### src/rtl/bf16_pkg.sv
// Shared BF16 definitions for the sequential subtractor and its companions.
//   - field widths and special-value encodings
//   - FSM state encoding for bf16_sub_seq
//   - flag bundle and per-operand classification structs
//   - is_nan() helper
package bf16_pkg;

  localparam int EXP_W  = 8;
  localparam int MANT_W = 7;

  localparam logic [15:0]      BF16_QNAN = 16'h7FC0;
  localparam logic [15:0]      BF16_PINF = 16'h7F80;
  localparam logic [15:0]      BF16_NINF = 16'hFF80;
  localparam logic [EXP_W-1:0] EXP_MAX   = 8'hFF;

  typedef enum logic [2:0] {IDLE, CHECK, ALIGN, SUB, NORM, DONE} sub_state_t;

  // Status flags that travel with a result.
  typedef struct packed {
    logic zero;
    logic underflow;
    logic overflow;
    logic qnan;
    logic snan;
    logic pinf;
    logic ninf;
  } bf16_flags_t;

  // Per-operand classification. Denormals count as zero (flush-to-zero).
  typedef struct packed {
    logic zero;
    logic inf;
    logic nan;
    logic snan;
  } op_class_t;

  function automatic logic is_nan(input logic [15:0] x);
    return (x[14:7] == EXP_MAX) && (x[6:0] != '0);
  endfunction

endpackage

### src/rtl/bf16_special_detect.sv
// Combinational BF16 special-case classifier for an effective addition a + b
// (a subtractor feeds it the sign-flipped subtrahend).
//   a, b        : BF16 operands (b already carries its effective sign)
//   cls_a/cls_b : zero / inf / nan / snan per operand
//   spec_result : result to use when either operand is zero, inf or NaN
//   spec_flags  : flags matching spec_result
// An operand pair is special exactly when any class bit of either is set.
module bf16_special_detect
  import bf16_pkg::*;
(
  input  logic [15:0] a,
  input  logic [15:0] b,
  output op_class_t   cls_a,
  output op_class_t   cls_b,
  output logic [15:0] spec_result,
  output bf16_flags_t spec_flags
);

  function automatic op_class_t classify(input logic [15:0] x);
    op_class_t c;
    c.zero = (x[14:7] == '0);
    c.inf  = (x[14:7] == EXP_MAX) && (x[6:0] == '0);
    c.nan  = is_nan(x);
    c.snan = c.nan && !x[6];
    return c;
  endfunction

  assign cls_a = classify(a);
  assign cls_b = classify(b);

  // Precedence: NaN, then infinities, then zeros.
  always_comb begin
    spec_result = 16'h0000;
    spec_flags  = '0;
    if (cls_a.nan || cls_b.nan) begin
      spec_result     = BF16_QNAN;
      spec_flags.qnan = 1'b1;
      spec_flags.snan = cls_a.snan || cls_b.snan;
    end else if (cls_a.inf && cls_b.inf) begin
      // Opposing infinities under effective addition have no value.
      if (a[15] != b[15]) begin
        spec_result     = BF16_QNAN;
        spec_flags.qnan = 1'b1;
      end else begin
        spec_result     = a[15] ? BF16_NINF : BF16_PINF;
        spec_flags.pinf = !a[15];
        spec_flags.ninf = a[15];
      end
    end else if (cls_a.inf) begin
      spec_result     = a[15] ? BF16_NINF : BF16_PINF;
      spec_flags.pinf = !a[15];
      spec_flags.ninf = a[15];
    end else if (cls_b.inf) begin
      spec_result     = b[15] ? BF16_NINF : BF16_PINF;
      spec_flags.pinf = !b[15];
      spec_flags.ninf = b[15];
    end else if (cls_a.zero && cls_b.zero) begin
      spec_flags.zero = 1'b1;
    end else if (cls_a.zero) begin
      spec_result = b;
    end else if (cls_b.zero) begin
      spec_result = a;
    end
  end

endmodule

### src/rtl/bf16_sub_seq.sv
// Multi-cycle BF16 subtractor: result = a - b, truncating, denormals flushed.
// Alignment and normalization move one bit per cycle.
//   clk, rst_n           : clock, async active-low reset
//   in_valid/in_ready    : operand handshake (in_ready only in IDLE)
//   a, b                 : minuend, subtrahend
//   out_valid/out_ready  : result handshake; result/flags held until taken
//   result + 7 flags     : difference and its status
// ALIGN_LIMIT (>=1) caps alignment cycles; larger exponent gaps flush the
// smaller operand to zero.
module bf16_sub_seq
  import bf16_pkg::*;
#(
  parameter int unsigned ALIGN_LIMIT = 9
) (
  input  logic        clk,
  input  logic        rst_n,
  input  logic        in_valid,
  output logic        in_ready,
  input  logic [15:0] a,
  input  logic [15:0] b,
  output logic        out_valid,
  input  logic        out_ready,
  output logic [15:0] result,
  output logic        zero,
  output logic        underflow,
  output logic        overflow,
  output logic        qNaN,
  output logic        sNaN,
  output logic        positive_inf,
  output logic        negative_inf
);

  localparam int               CNT_W   = $clog2(ALIGN_LIMIT + 1);
  localparam logic [EXP_W-1:0] LIMIT_E = EXP_W'(ALIGN_LIMIT);

  sub_state_t        state;
  logic [15:0]       op_a, op_b;      // op_b holds the negated subtrahend
  logic              sign_q, eff_sub, flush_q, spec_q;
  logic [EXP_W-1:0]  exp_q;
  logic [MANT_W:0]   lg_sig, sm_sig;
  logic [MANT_W+1:0] mag;             // bit 8 is the add carry
  logic [CNT_W-1:0]  cnt;
  logic [15:0]       result_q;
  bf16_flags_t       flags_q;
  logic              out_valid_q, in_ready_q;

  op_class_t         cls_a, cls_b;
  logic [15:0]       spec_result;
  bf16_flags_t       spec_flags;
  logic              special;

  bf16_special_detect u_detect (
    .a           (op_a),
    .b           (op_b),
    .cls_a       (cls_a),
    .cls_b       (cls_b),
    .spec_result (spec_result),
    .spec_flags  (spec_flags)
  );

  assign special = (|cls_a) || (|cls_b);

  // Magnitude ordering; ties keep a as the larger operand.
  logic             a_big;
  logic [15:0]      big_op, sml_op;
  logic [EXP_W-1:0] exp_diff;
  logic [MANT_W+1:0] mag_shl;

  assign a_big    = op_a[14:0] >= op_b[14:0];
  assign big_op   = a_big ? op_a : op_b;
  assign sml_op   = a_big ? op_b : op_a;
  assign exp_diff = big_op[14:7] - sml_op[14:7];
  assign mag_shl  = {mag[MANT_W:0], 1'b0};

  always_ff @(posedge clk or negedge rst_n) begin
    if (!rst_n) begin
      state       <= IDLE;
      op_a        <= '0;
      op_b        <= '0;
      sign_q      <= 1'b0;
      eff_sub     <= 1'b0;
      flush_q     <= 1'b0;
      spec_q      <= 1'b0;
      exp_q       <= '0;
      lg_sig      <= '0;
      sm_sig      <= '0;
      mag         <= '0;
      cnt         <= '0;
      result_q    <= 16'h0000;
      flags_q     <= '0;
      out_valid_q <= 1'b0;
      in_ready_q  <= 1'b1;
    end else begin
      case (state)
        IDLE: if (in_valid) begin
          op_a       <= a;
          op_b       <= {~b[15], b[14:0]};
          flags_q    <= '0;
          spec_q     <= 1'b0;
          in_ready_q <= 1'b0;
          state      <= CHECK;
        end
        CHECK: if (special) begin
          // Specials still pass through SUB so every result spends at
          // least two cycles in flight.
          spec_q   <= 1'b1;
          result_q <= spec_result;
          flags_q  <= spec_flags;
          state    <= SUB;
        end else begin
          sign_q  <= big_op[15];
          exp_q   <= big_op[14:7];
          lg_sig  <= {1'b1, big_op[6:0]};
          sm_sig  <= {1'b1, sml_op[6:0]};
          eff_sub <= op_a[15] ^ op_b[15];
          flush_q <= exp_diff > LIMIT_E;
          cnt     <= (exp_diff > LIMIT_E) ? CNT_W'(ALIGN_LIMIT) : CNT_W'(exp_diff);
          state   <= (exp_diff == '0) ? SUB : ALIGN;
        end
        ALIGN: begin
          sm_sig <= (cnt == CNT_W'(1) && flush_q) ? '0 : (sm_sig >> 1);
          cnt    <= cnt - CNT_W'(1);
          if (cnt == CNT_W'(1)) state <= SUB;
        end
        SUB: if (spec_q) begin
          out_valid_q <= 1'b1;
          state       <= DONE;
        end else begin
          mag   <= eff_sub ? ({1'b0, lg_sig} - {1'b0, sm_sig})
                           : ({1'b0, lg_sig} + {1'b0, sm_sig});
          state <= NORM;
        end
        NORM: begin
          if (mag[MANT_W+1]) begin
            if (exp_q == EXP_MAX - 8'd1) begin
              result_q         <= sign_q ? BF16_NINF : BF16_PINF;
              flags_q.overflow <= 1'b1;
              flags_q.pinf     <= !sign_q;
              flags_q.ninf     <= sign_q;
            end else begin
              result_q <= {sign_q, exp_q + 8'd1, mag[MANT_W:1]};
            end
            out_valid_q <= 1'b1;
            state       <= DONE;
          end else if (mag == '0) begin
            result_q     <= 16'h0000;
            flags_q.zero <= 1'b1;
            out_valid_q  <= 1'b1;
            state        <= DONE;
          end else if (mag[MANT_W]) begin
            result_q    <= {sign_q, exp_q, mag[MANT_W-1:0]};
            out_valid_q <= 1'b1;
            state       <= DONE;
          end else if (exp_q == 8'd1) begin
            // A further left shift would need exponent 0.
            result_q          <= 16'h0000;
            flags_q.underflow <= 1'b1;
            flags_q.zero      <= 1'b1;
            out_valid_q       <= 1'b1;
            state             <= DONE;
          end else begin
            mag   <= mag_shl;
            exp_q <= exp_q - 8'd1;
            // Finish on the shift that lands the leading one.
            if (mag_shl[MANT_W]) begin
              result_q    <= {sign_q, exp_q - 8'd1, mag_shl[MANT_W-1:0]};
              out_valid_q <= 1'b1;
              state       <= DONE;
            end
          end
        end
        DONE: if (out_ready) begin
          out_valid_q <= 1'b0;
          in_ready_q  <= 1'b1;
          state       <= IDLE;
        end
        default: state <= IDLE;
      endcase
    end
  end

  assign in_ready     = in_ready_q;
  assign out_valid    = out_valid_q;
  assign result       = result_q;
  assign zero         = flags_q.zero;
  assign underflow    = flags_q.underflow;
  assign overflow     = flags_q.overflow;
  assign qNaN         = flags_q.qnan;
  assign sNaN         = flags_q.snan;
  assign positive_inf = flags_q.pinf;
  assign negative_inf = flags_q.ninf;

endmodule

### config.mk
export PLATFORM = sky130hd
export DESIGN_NAME = bf16_sub_seq
export DESIGN_NICKNAME = d
export VERILOG_FILES = /design/src/rtl/bf16_pkg.sv /design/src/rtl/bf16_special_detect.sv /design/src/rtl/bf16_sub_seq.sv
export SDC_FILE = /design/constraint.sdc
export NUM_CORES = 1
export LEC_CHECK = 0
export BUFFER_PORTS_ARGS = -buffer_cell sky130_fd_sc_hd__buf_2
export CAP_MARGIN = 10
export CORE_UTILIZATION = 65
export CTS_CLUSTER_DIAMETER = 80
export DETAILED_ROUTE_END_ITERATION = 8
export PLACE_DENSITY = 0.85
export SLEW_MARGIN = 20
export SYNTH_ARGS = -nofsm -noshare
export SYNTH_HDL_FRONTEND = slang
export SYNTH_SLANG_ARGS = --single-unit
### constraint.sdc
create_clock -name clk -period 6.5 [get_ports clk]
set_input_delay 1.3 -clock clk [delete_from_list [all_inputs] [get_ports clk]]
set_output_delay 1.3 -clock clk [all_outputs]
set_load 0.005 [all_outputs]
=== After elaboration in Yosys (flattened, before gate mapping) ===
Cells that the tools add are included.

* Input bits: 36
* Memory bits (writable): 0
* Memories: 0
* Flip-flop bits (word level): 101
* Output and inout bits: 25
* Logic and storage cells: 206
* Bits in latches: 0
* ROM bits: 0

* Eq/ne operators: 28
* $add $sub $neg: 6
* $lt $le $gt $ge: 2
* Mux-type cells: 93
* Shift-type cells: 0
* Reductions and logical operators: 50
* Bitwise logic cells: 3
* Multipliers: 0
* Div/mod/pow operators: 0

{| class="wikitable"
|+ Operators with widths
! cell !! number
|-
| 2-to-1 mux 16 bit || 19
|-
| 2-to-1 mux 8 bit || 9
|-
| one-hot mux 16 bit (2 select lines) || 1
|-
| one-hot mux 8 bit (2 select lines) || 2
|-
| != test 2 bit (second input constant) || 14
|-
| 2-to-1 mux 9 bit || 3
|-
| 2-to-1 mux 1 bit || 26
|-
| equality test 8 bit (second input constant) || 3
|-
| logical NOT 8 bit || 3
|-
| 2-to-1 mux 3 bit || 8
|-
| 2-to-1 mux 7 bit || 3
|-
| 2-to-1 mux 2 bit || 10
|-
| one-hot mux 3 bit (6 select lines) || 1
|-
| one-hot mux 9 bit (2 select lines) || 1
|-
| AND reduction 6 bit || 3
|-
| >= comparator 15 bit || 1
|-
| 2-to-1 mux 15 bit || 1
|-
| logical NOT 7 bit || 2
|-
| nonzero test 7 bit || 2
|-
| AND reduction 4 bit || 3
|-
| nonzero test 2 bit || 5
|-
| adder 8 x 8 -> 9 bit || 1
|-
| logical AND 1 bit || 9
|-
| logical NOT 9 bit || 1
|-
| 32 further kinds || 51
|}

=== Longest topological paths before layout ===
Gate-level depths: netlist (run 1).

* Depth in word-level cells: 10
* Gate-level depth with buffers: 16

=== Cells and area by module ===
From an unflattened synthesis (run 1), not the netlist that was laid out.

* Cells, all modules: 843
* Area total of the unflattened synthesis: 6935.4 um^2

{| class="wikitable"
|+ By module, submodules not included
! module !! instances !! area each (um^2) !! cells an instance !! sequential area each (um^2)
|-
| bf16_sub_seq || 1 || 6401.1 || 765 || 2528.7
|-
| bf16_special_detect || 1 || 534.3 || 78 || 0.0
|}

=== Worst setup path before layout (run 1) ===
OpenSTA, ideal clock, no wires.

* Kind: register to register
* Start point: reg op_b[10]
* End point: reg state[0]
* Cell stages (with the launch flop): 17
* Data arrival time: 3.694 ns
* Required time: 6.376 ns
* Setup time: 0.124 ns
* Buffers on the path: 2
* Setup slack: 2.683 ns
* Cell sequence: dfrtp_1 > inv_1 > ha_1 > clkbuf_1 > a21oi_1 > o21ai_1 > a221o_2 > nor2_4 > clkbuf_1 > a31oi_1 > ha_1 > a211oi_1 > a31oi_1 > and4_1 > a311oi_2 > nor3_2 > a211o_1

* Cells in the longest elaborated chain, start to end: 7

{| class="wikitable"
|+ RTL lines
! what !! line !! text
|-
| start, declared || bf16_sub_seq.sv:37 || <nowiki>logic [15:0] op_a, op_b;</nowiki>
|-
| start signal, assigned || bf16_sub_seq.sv:97 || <nowiki>op_b <= {~b[15], b[14:0]};</nowiki>
|-
| >= comparator 15 bit or equality test 8 bit (tied branches) || bf16_sub_seq.sv:69, bf16_pkg.sv:38, bf16_special_detect.sv:22 ||
|-
| 2-to-1 mux 16 bit (tied with other cells) || bf16_sub_seq.sv:70 || <nowiki>assign big_op = a_big ? op_a : op_b;</nowiki>
|-
| subtractor 8 bit or logical AND 1 bit (tied branches) || bf16_sub_seq.sv:72, bf16_special_detect.sv:24 ||
|-
| logical NOT 8 bit or OR reduction 4 bit (tied branches) || bf16_sub_seq.sv:118, bf16_sub_seq.sv:61 ||
|-
| 2-to-1 mux 1 bit or logical OR 1 bit (tied branches) || bf16_sub_seq.sv:118, bf16_sub_seq.sv:61 ||
|-
| 2-to-1 mux 1 bit (*) || bf16_sub_seq.sv:103 || <nowiki>CHECK: if (special) begin</nowiki>
|-
| one-hot mux 3 bit (6 select lines) (*) || bf16_sub_seq.sv:94 || <nowiki>case (state)</nowiki>
|-
| end signal, assigned || bf16_sub_seq.sv:118 || <nowiki>state <= (exp_diff == '0) ? SUB : ALIGN;</nowiki>
|-
| end, declared || bf16_sub_seq.sv:36 || <nowiki>sub_state_t state;</nowiki>
|}

Every way passes the cells marked *; elsewhere a longest branch is shown, timed or not.
A chain may end at the register's enable or synchronous reset.

=== Worst setup path after layout (run 1) ===
* Start point: reg op_b[12]
* End point: reg cnt[3]

* Cells in the longest elaborated chain, start to end: 7

{| class="wikitable"
|+ RTL lines
! what !! line !! text
|-
| >= comparator 15 bit or equality test 8 bit (tied branches) || bf16_sub_seq.sv:69, bf16_pkg.sv:38, bf16_special_detect.sv:22 ||
|-
| 2-to-1 mux 16 bit (tied with other cells) || bf16_sub_seq.sv:70 ||
|-
| subtractor 8 bit or logical AND 1 bit (tied branches) || bf16_sub_seq.sv:72, bf16_special_detect.sv:24 ||
|-
| > comparator 8 x 4 -> 1 bit or OR reduction 4 bit (tied branches) || bf16_sub_seq.sv:117, bf16_sub_seq.sv:61 ||
|-
| 2-to-1 mux 4 bit or logical OR 1 bit (tied branches) || bf16_sub_seq.sv:117, bf16_sub_seq.sv:61 ||
|-
| 2-to-1 mux 4 bit or != test 2 bit (tied branches) || - ||
|-
| one-hot mux 4 bit (2 select lines) or AND reduction 2 bit (tied branches) || - ||
|-
| end signal, assigned || bf16_sub_seq.sv:117 || <nowiki>cnt <= (exp_diff > LIMIT_E) ? CNT_W'(ALIGN_LIMIT) : CNT_W'(exp_diff);</nowiki>
|-
| end signal, assigned || bf16_sub_seq.sv:122 || <nowiki>cnt <= cnt - CNT_W'(1);</nowiki>
|-
| end, declared || bf16_sub_seq.sv:42 || <nowiki>logic [CNT_W-1:0] cnt;</nowiki>
|}

Several ways; a longest one is shown, not always the timed one. The select of a mux whose other input is x is not followed.

==> impl_metrics.json, run 1 <==
{
  "status": "completed",
  "irDropWorstVdd_v": 0.000424,
  "min_from": "result[8]",
  "p_int_uw": 2240,
  "rrSetupSlack_ns": 2.07,
  "postCtsSetupRepairBufs": 0,
  "cts_sinks": 101,
  "synthArstFlopShare_pct": 100,
  "fin_crit_sh_pct": 68.1,
  "drc": 0,
  "total_power_uw": 4820,
  "overflow": 0,
  "detail_route.first_pass.iterations": 6,
  "synth-edff-count": 0,
  "clkSlewWorstSetupHoldPaths_ns": 0.11,
  "cts-root-buf": "clkbuf_8",
  "nets": 961,
  "ys_ff_latch": 101,
  "drt_iter0_markers": 782,
  "maxSlewViolCount": 0,
  "yosys_most_used_dff": "dfrtp_1",
  "ff_latch_area_mm2": 0.00253,
  "pin_count": 61,
  "multiInputGateArea_mm2": 0.00402,
  "regToRegStartpoint": "op_b[12]",
  "synthDistinctLibCells": 66,
  "cts.path.max_buffers": 2,
  "synth_top_cells_by_count": "nand2_1, dfrtp_1, nor2_1, o21ai_0, a21oi_1",
  "holdPathEnd": "result[8]",
  "synthMuxAreaShare_pct": 3.06,
  "ctsHoldBuffers": 0,
  "diodes": 0,
  "power_density_mw_per_mm2": 647,
  "htreeDepth": 3,
  "grt_use_total_pct": 39.2,
  "maxCapViolCount": 0,
  "fmax_ghz": 0.226,
  "yosys.area.top_type": "dfrtp_1",
  "globalplace.congestion": 0.946,
  "yosysTopAreaCellShare_pct": 36.4,
  "grt_pass1_vias": 6488,
  "hold_viol": 0,
  "arrival_ns": 4.67,
  "path_max_fanout": 29,
  "grt_max_degree": 55,
  "pwr-share-comb_pct": 63.0,
  "clkPwrFrac_pct": 9.3,
  "routed_via_density": 6.71,
  "p_leak_uw": 0.00329,
  "seq_area_frac_synth_pct": 36.8,
  "grt_antenna_before_repair": 0,
  "vias": 6923,
  "tightest_slew_ns": 1.08,
  "ff2ff_path_depth": 12,
  "synthCells": 861,
  "clk_latency_ns": 0.39,
  "ys_top_cells_by_area": "dfrtp_1, nand2_1, ha_1",
  "die_area_mm2": 0.0110,
  "start_util_pct": 66.9,
  "cts_made_buffers": 9,
  "port_buffers": 60,
  "slew_headroom_pct": 28.0,
  "switching_power_uw": 2570,
  "cp-start-kind": "flip-flop",
  "hp-class": "flip-flop to flip-flop",
  "grt_pass1_wl_mm": 33.7,
  "synth_compound_area_share_pct": 25.5,
  "die_h_um": 105,
  "cp_data_required_time_ns": 6.74,
  "end_kind": "flip-flop",
  "syn_nets": 931,
  "avgSynthCellArea_um2": 7.98,
  "synth_top_family_by_area": "compound AO/OA/AOI/OAI gates",
  "synthXorXnorAreaFrac_pct": 2.80,
  "tns_ns": 0,
  "core_area_mm2": 0.0103,
  "rsz0062_at_grt": "false",
  "finClkSkew_ns": 0.0131,
  "avgRoutedWirePerCell_um": 20.0,
  "die_x_um": 105,
  "synth-simple-area-share_pct": 20.6,
  "nFillCells": 795,
  "finalWorstPathRequiredPeriod_ns": 4.43,
  "r2r_end": "cnt[3]",
  "seqPwrFrac_pct": 27.7,
  "synthAdderAreaFrac_pct": 6.30,
  "worstHoldPathCells": 2,
  "yosys_warnings": 0,
  "syn_to_final_growth_pct": 8.30,
  "swShare_pct": 53.5,
  "final_layout_size_suffix_gt1_share_pct": 13.3,
  "path_class": "flip-flop to flip-flop",
  "setup_viol": 0,
  "dp_hpwl_mm": 15.2,
  "syn-cell-area_mm2": 0.00687,
  "antenna_left": 0,
  "num_rows": 37,
  "postRouteWirelength_mm": 20.6,
  "cts_resized": 0,
  "synth.most_common_cell": "nand2_1",
  "cts_tree": "yes"
}
==> power groups by stage <==
| stage | sequential [µW] | combinational [µW] | clock, µW |
|---|---|---|---|
| 2_1_floorplan | 1150 | 2290 | 0 |
| 3_3_place_gp | 1300 | 2800 | 0 |
| 3_5_place_dp | 1330 | 2930 | 0 |
| 4_1_cts | 1310 | 2970 | 446 |
| 5_1_grt | 1380 | 3320 | 470 |
| 6_report | 1330 | 3040 | 446 |
==> area by class of cell <==
class / instances / share of cell area (%)
Tap cell: 136 / 2.29
Clock buffer: 9 / 1.66
Clock inverter: 7 / 1.24
Sequential cell: 101 / 34.0
Multi-Input combinational cell: 671 / 54.0
Timing Repair Buffer: 67 / 4.77
Inverter: 41 / 2.07
==> how the worst max path moves through the flow <==
stage,start,endpoint,slack [ns],depth (start not counted)
floorplan,op_b[10],state[0],2.68,16
global placement,op_b[10],state[0],2.26,14
detailed placement,op_b[10],state[0],2.18,14
CTS,op_b[12],cnt[3],2.15,12
global route,op_b[12],cnt[3],1.74,12
finish,op_b[12],cnt[3],2.07,12
==> cells by family after synthesis <==
family | count (synthesis)
multiplexers | 19
flip-flops | 101
AND/OR/NAND/NOR | 320
AO/OA/AOI/OAI | 276
buffers and inverters | 89
adder cells (fa/ha/maj) | 34
XOR/XNOR | 22
==> cell usage in the layout (no fill, tap or decap), drive strengths merged, types with 13 or more instances in the layout <==
cell and instances:
o21ai 81, nand2 144, nor2 91, inv 44, a221oi 13, a21oi 69, dfrtp 100, xnor2 14
mux2 16, ha 33, a31oi 27, nand3 15, nor3 25, buf 67
==> worst max-delay path, cell delays in order (launching register included) <==
cell and delay, ns:
dfrtp_1 0.45, inv_1 0.11, ha_1 0.44, nand3_1 0.18, nor3_1 0.26, o21ai_0 0.20
nand2_1 0.83, o22ai_1 0.38, a22o_1 0.32, or4_1 0.40, a22o_1 0.29, nor3_2 0.24
o221ai_1 0.17
==> state kept, by name, indices dropped and copies added, names as in the netlist, 3 cells and up <==
signal and flops:
exp_q 8, lg_sig 8, op_a 16, op_b 16, result 16, state 3, mag 9, sm_sig 8
cnt 4
==> metrics by stage <==
stage / utilization [%] / hold WS, ns / instances / setup WS [ns] / instance area, µm²
final: 72.4 / 0.486 / 1032 / 2.07 / 7440
after global routing: 72.4 / 0.502 / 1032 / 1.74 / 7440
after CTS: 72.4 / 0.488 / 1032 / 2.15 / 7440
after detailed placement: 70.3 / 0.464 / 1016 / 2.18 / 7220
after global placement: 70.2 / 0.456 / 1016 / 2.26 / 7220
after floorplan: - / 0.447 / 861 / 2.68 / 6870
==> layer usage <==
| metal | track usage, % | up-vias | routed length [µm] |
|---|---|---|---|
| met4 | 16.1 | 0 | 752 |
| met5 | 0 | - | 0 |
| met3 | 7.17 | 78 | 2140 |
| met1 | 55.3 | 3247 | 8390 |
| met2 | 59.7 | 454 | 9320 |
| li1 | - | 3144 | - |
No activity file was read; power rests on OpenSTA's default activity.
==> inputs of run 2 (changes only) <==
--- a/config.mk
+++ b/config.mk
@@ -5,12 +5,13 @@
 export SDC_FILE = /design/constraint.sdc
 export NUM_CORES = 1
 export LEC_CHECK = 0
+export ABC_AREA = 1
 export BUFFER_PORTS_ARGS = -buffer_cell sky130_fd_sc_hd__buf_2
 export CAP_MARGIN = 10
-export CORE_UTILIZATION = 65
+export CORE_UTILIZATION = 55
 export CTS_CLUSTER_DIAMETER = 80
 export DETAILED_ROUTE_END_ITERATION = 8
-export PLACE_DENSITY = 0.85
+export PLACE_DENSITY = 0.76
 export SLEW_MARGIN = 20
 export SYNTH_ARGS = -nofsm -noshare
 export SYNTH_HDL_FRONTEND = slang
==> constraint.sdc (replaced) <==
create_clock -name clk -period 3.9 [get_ports clk]
set_input_delay 0.78 -clock clk [delete_from_list [all_inputs] [get_ports clk]]
set_output_delay 0.78 -clock clk [all_outputs]
set_load 0.005 [all_outputs]
==> run 2 against run 1 <==
Die area is 20% higher. Final area is 3.8% higher. Register-to-register slack worse by 1.4 ns. Clock skew is 0.0033 ns lower. Synthesized area is 1.6% higher. Fmax is 38% higher. Worst hold slack worse by 0.0084 ns.
==> impl_metrics.json, run 2 <==
{
  "drt_iter0_markers": 911,
  "cts_tree": "yes",
  "pwr-share-comb_pct": 64.0,
  "syn_nets": 1046,
  "start_util_pct": 57.2,
  "clkSlewWorstSetupHoldPaths_ns": 0.07,
  "nFillCells": 1210,
  "slew_headroom_pct": 44.4,
  "maxSlewViolCount": 0,
  "ys_top_cells_by_area": "dfrtp_1, nand2_1, o21ai_0",
  "cts.path.max_buffers": 2,
  "postCtsSetupRepairBufs": 0,
  "grt_pass1_wl_mm": 33.2,
  "drc": 0,
  "fmax_ghz": 0.313,
  "pin_count": 61,
  "arrival_ns": 3.46,
  "swShare_pct": 53.3,
  "finClkSkew_ns": 0.00985,
  "ff_latch_area_mm2": 0.00253,
  "clk_latency_ns": 0.36,
  "post-place-ws_ns": 0.772,
  "ctsHoldBuffers": 0,
  "antenna_left": 0,
  "cts_made_buffers": 9,
  "detail_route.first_pass.iterations": 5,
  "final_layout_size_suffix_gt1_share_pct": 11.1,
  "dp_hpwl_mm": 15.4,
  "avgSynthCellArea_um2": 7.15,
  "status": "completed",
  "hold_viol": 0,
  "syn_to_final_growth_pct": 10.6,
  "path_class": "flip-flop to flip-flop",
  "p_leak_uw": 0.00382,
  "port_buffers": 60,
  "synth.most_common_cell": "nand2_1",
  "cp_data_required_time_ns": 4.16,
  "grt_use_total_pct": 33.1,
  "yosys.area.top_type": "dfrtp_1",
  "vias": 6993,
  "syn-cell-area_mm2": 0.00698,
  "tns_ns": 0,
  "grt_max_degree": 64,
  "synthArstFlopShare_pct": 100,
  "yosys_warnings": 0,
  "synthDistinctLibCells": 48,
  "p_int_uw": 3830,
  "finalWorstPathRequiredPeriod_ns": 3.20,
  "grt_antenna_before_repair": 0,
  "placed_cells": 1184,
  "die_h_um": 115,
  "total_power_uw": 8220,
  "htreeDepth": 3,
  "avgRoutedWirePerCell_um": 17.1,
  "fin_util_pct": 63.2,
  "irDropWorstVdd_v": 0.000742,
  "maxCapViolCount": 0,
  "multiInputGateArea_mm2": 0.00381,
  "setup_viol": 0,
  "synthCells": 976,
  "synth-edff-count": 0,
  "synth_top_cells_by_count": "nand2_1, inv_1, o21ai_0, dfrtp_1, nor2_1",
  "seqPwrFrac_pct": 25.5,
  "end_kind": "flip-flop",
  "cts_sinks": 101,
  "num_rows": 40,
  "switching_power_uw": 4380,
  "nets": 1097,
  "seq_area_frac_synth_pct": 36.2,
  "fin_crit_sh_pct": 82.0,
  "ys_ff_latch": 101,
  "grt_pass1_vias": 6445,
  "diodes": 0,
  "final_common_cell": "nand2_1",
  "routed_via_density": 5.83,
  "cp-start-kind": "flip-flop",
  "worst_slack_ns": 0.703,
  "die_x_um": 115,
  "overflow": 0,
  "die_area_mm2": 0.0131,
  "final_cell_mix": "nand2_1, inv_1, o21ai_0",
  "hp-class": "flip-flop to flip-flop",
  "rsz0062_at_grt": "false",
  "core_area_mm2": 0.0122,
  "postRouteWirelength_mm": 20.5,
  "globalplace.congestion": 0.967,
  "clkPwrFrac_pct": 10.5,
  "final_cells": 1200,
  "tightest_slew_ns": 0.833,
  "cts-root-buf": "clkbuf_16",
  "power_density_mw_per_mm2": 1060,
  "yosysTopAreaCellShare_pct": 35.9,
  "path_max_fanout": 10,
  "cts_resized": 0,
  "yosys_most_used_dff": "dfrtp_1"
}
==> run 2: changes by cell type after synthesis, sizes merged, moves of 15 or more <==
cell and delta:
nand3 +29, nand2 +68, mux2 -15, clkbuf -19, o21ai +45, a31oi -21, inv +96
==> run 2: logic make-up after synthesis <==
family / share of synthesized area (%)
xor+xnor: 2.26
mux: 0.161
simple gates: 25.2
buf+inv: 9.29
fa+ha+maj: 6.20
flops: 36.2
compound gates: 20.7
==> run 2: path summary, 6_finish.rpt <==
check	cells after the start	slack (ns)	end	startpoint
worst max-delay path	20	0.70	cnt[0]	op_b[10]
worst min-delay path	2	0.48	result[5]	result[5]
worst max register to register	20	0.70	cnt[0]	op_b[10]
worst min register to register	2	0.48	result[5]	result[5]
max in group asynchronous	2	2.53	in_ready	rst_n
min in group asynchronous	1	0.50	exp_q[5]	rst_n
==> run 2: worst max-delay path, stage by stage (launching register included) <==
cell and delay [ns]:
dfrtp_1 0.46, inv_1 0.12, ha_1 0.38, nand2_1 0.16, nor2_2 0.06, nand2_1 0.07, nor2_1 0.05, nor2_1 0.11
nand3_2 0.21, nand2_1 0.18, nand3b_2 0.12, ha_1 0.19, nand3b_2 0.23, nand3_1 0.11, nand3_1 0.09, nand2_1 0.07
nand2_1 0.07, nor2_4 0.15, nand3_2 0.09, o21ai_1 0.12, inv_1 0.05
==> run 2: metrics by stage <==
stage / hold WS [ns] / instance area [µm²]
final: 0.478 / 7720
after global routing: 0.495 / 7720
after CTS: 0.485 / 7720
after detailed placement: 0.464 / 7450
after global placement: 0.459 / 7450
after floorplan: 0.447 / 6980
==> run 2: cell type report <==
| class | instances | area share (%) |
|---|---|---|
| Multi-Input combinational cell | 707 | 49.3 |
| Sequential cell | 101 | 32.7 |
| Inverter | 137 | 6.66 |
| Timing Repair Buffer | 71 | 4.99 |
| Clock buffer | 9 | 2.92 |
| Tap cell | 168 | 2.72 |
| Clock inverter | 7 | 0.632 |
==> run 2: power by group through the flow <==
stage	registers, µW	clock network, µW	logic [µW]
after floorplan	1920	0	3880
after global placement	2080	0	5100
after detailed placement	2080	0	5150
after CTS	2070	881	5180
after global routing	2150	919	5960
final	2090	866	5260
==> run 2: routing by layer <==
layer,up-vias,wire (µm),track usage [%]
li1,3379,-,-
met1,3223,9370,47.2
met2,345,8890,50.3
met3,46,1740,7.36
met4,0,455,9.78
met5,-,0,0
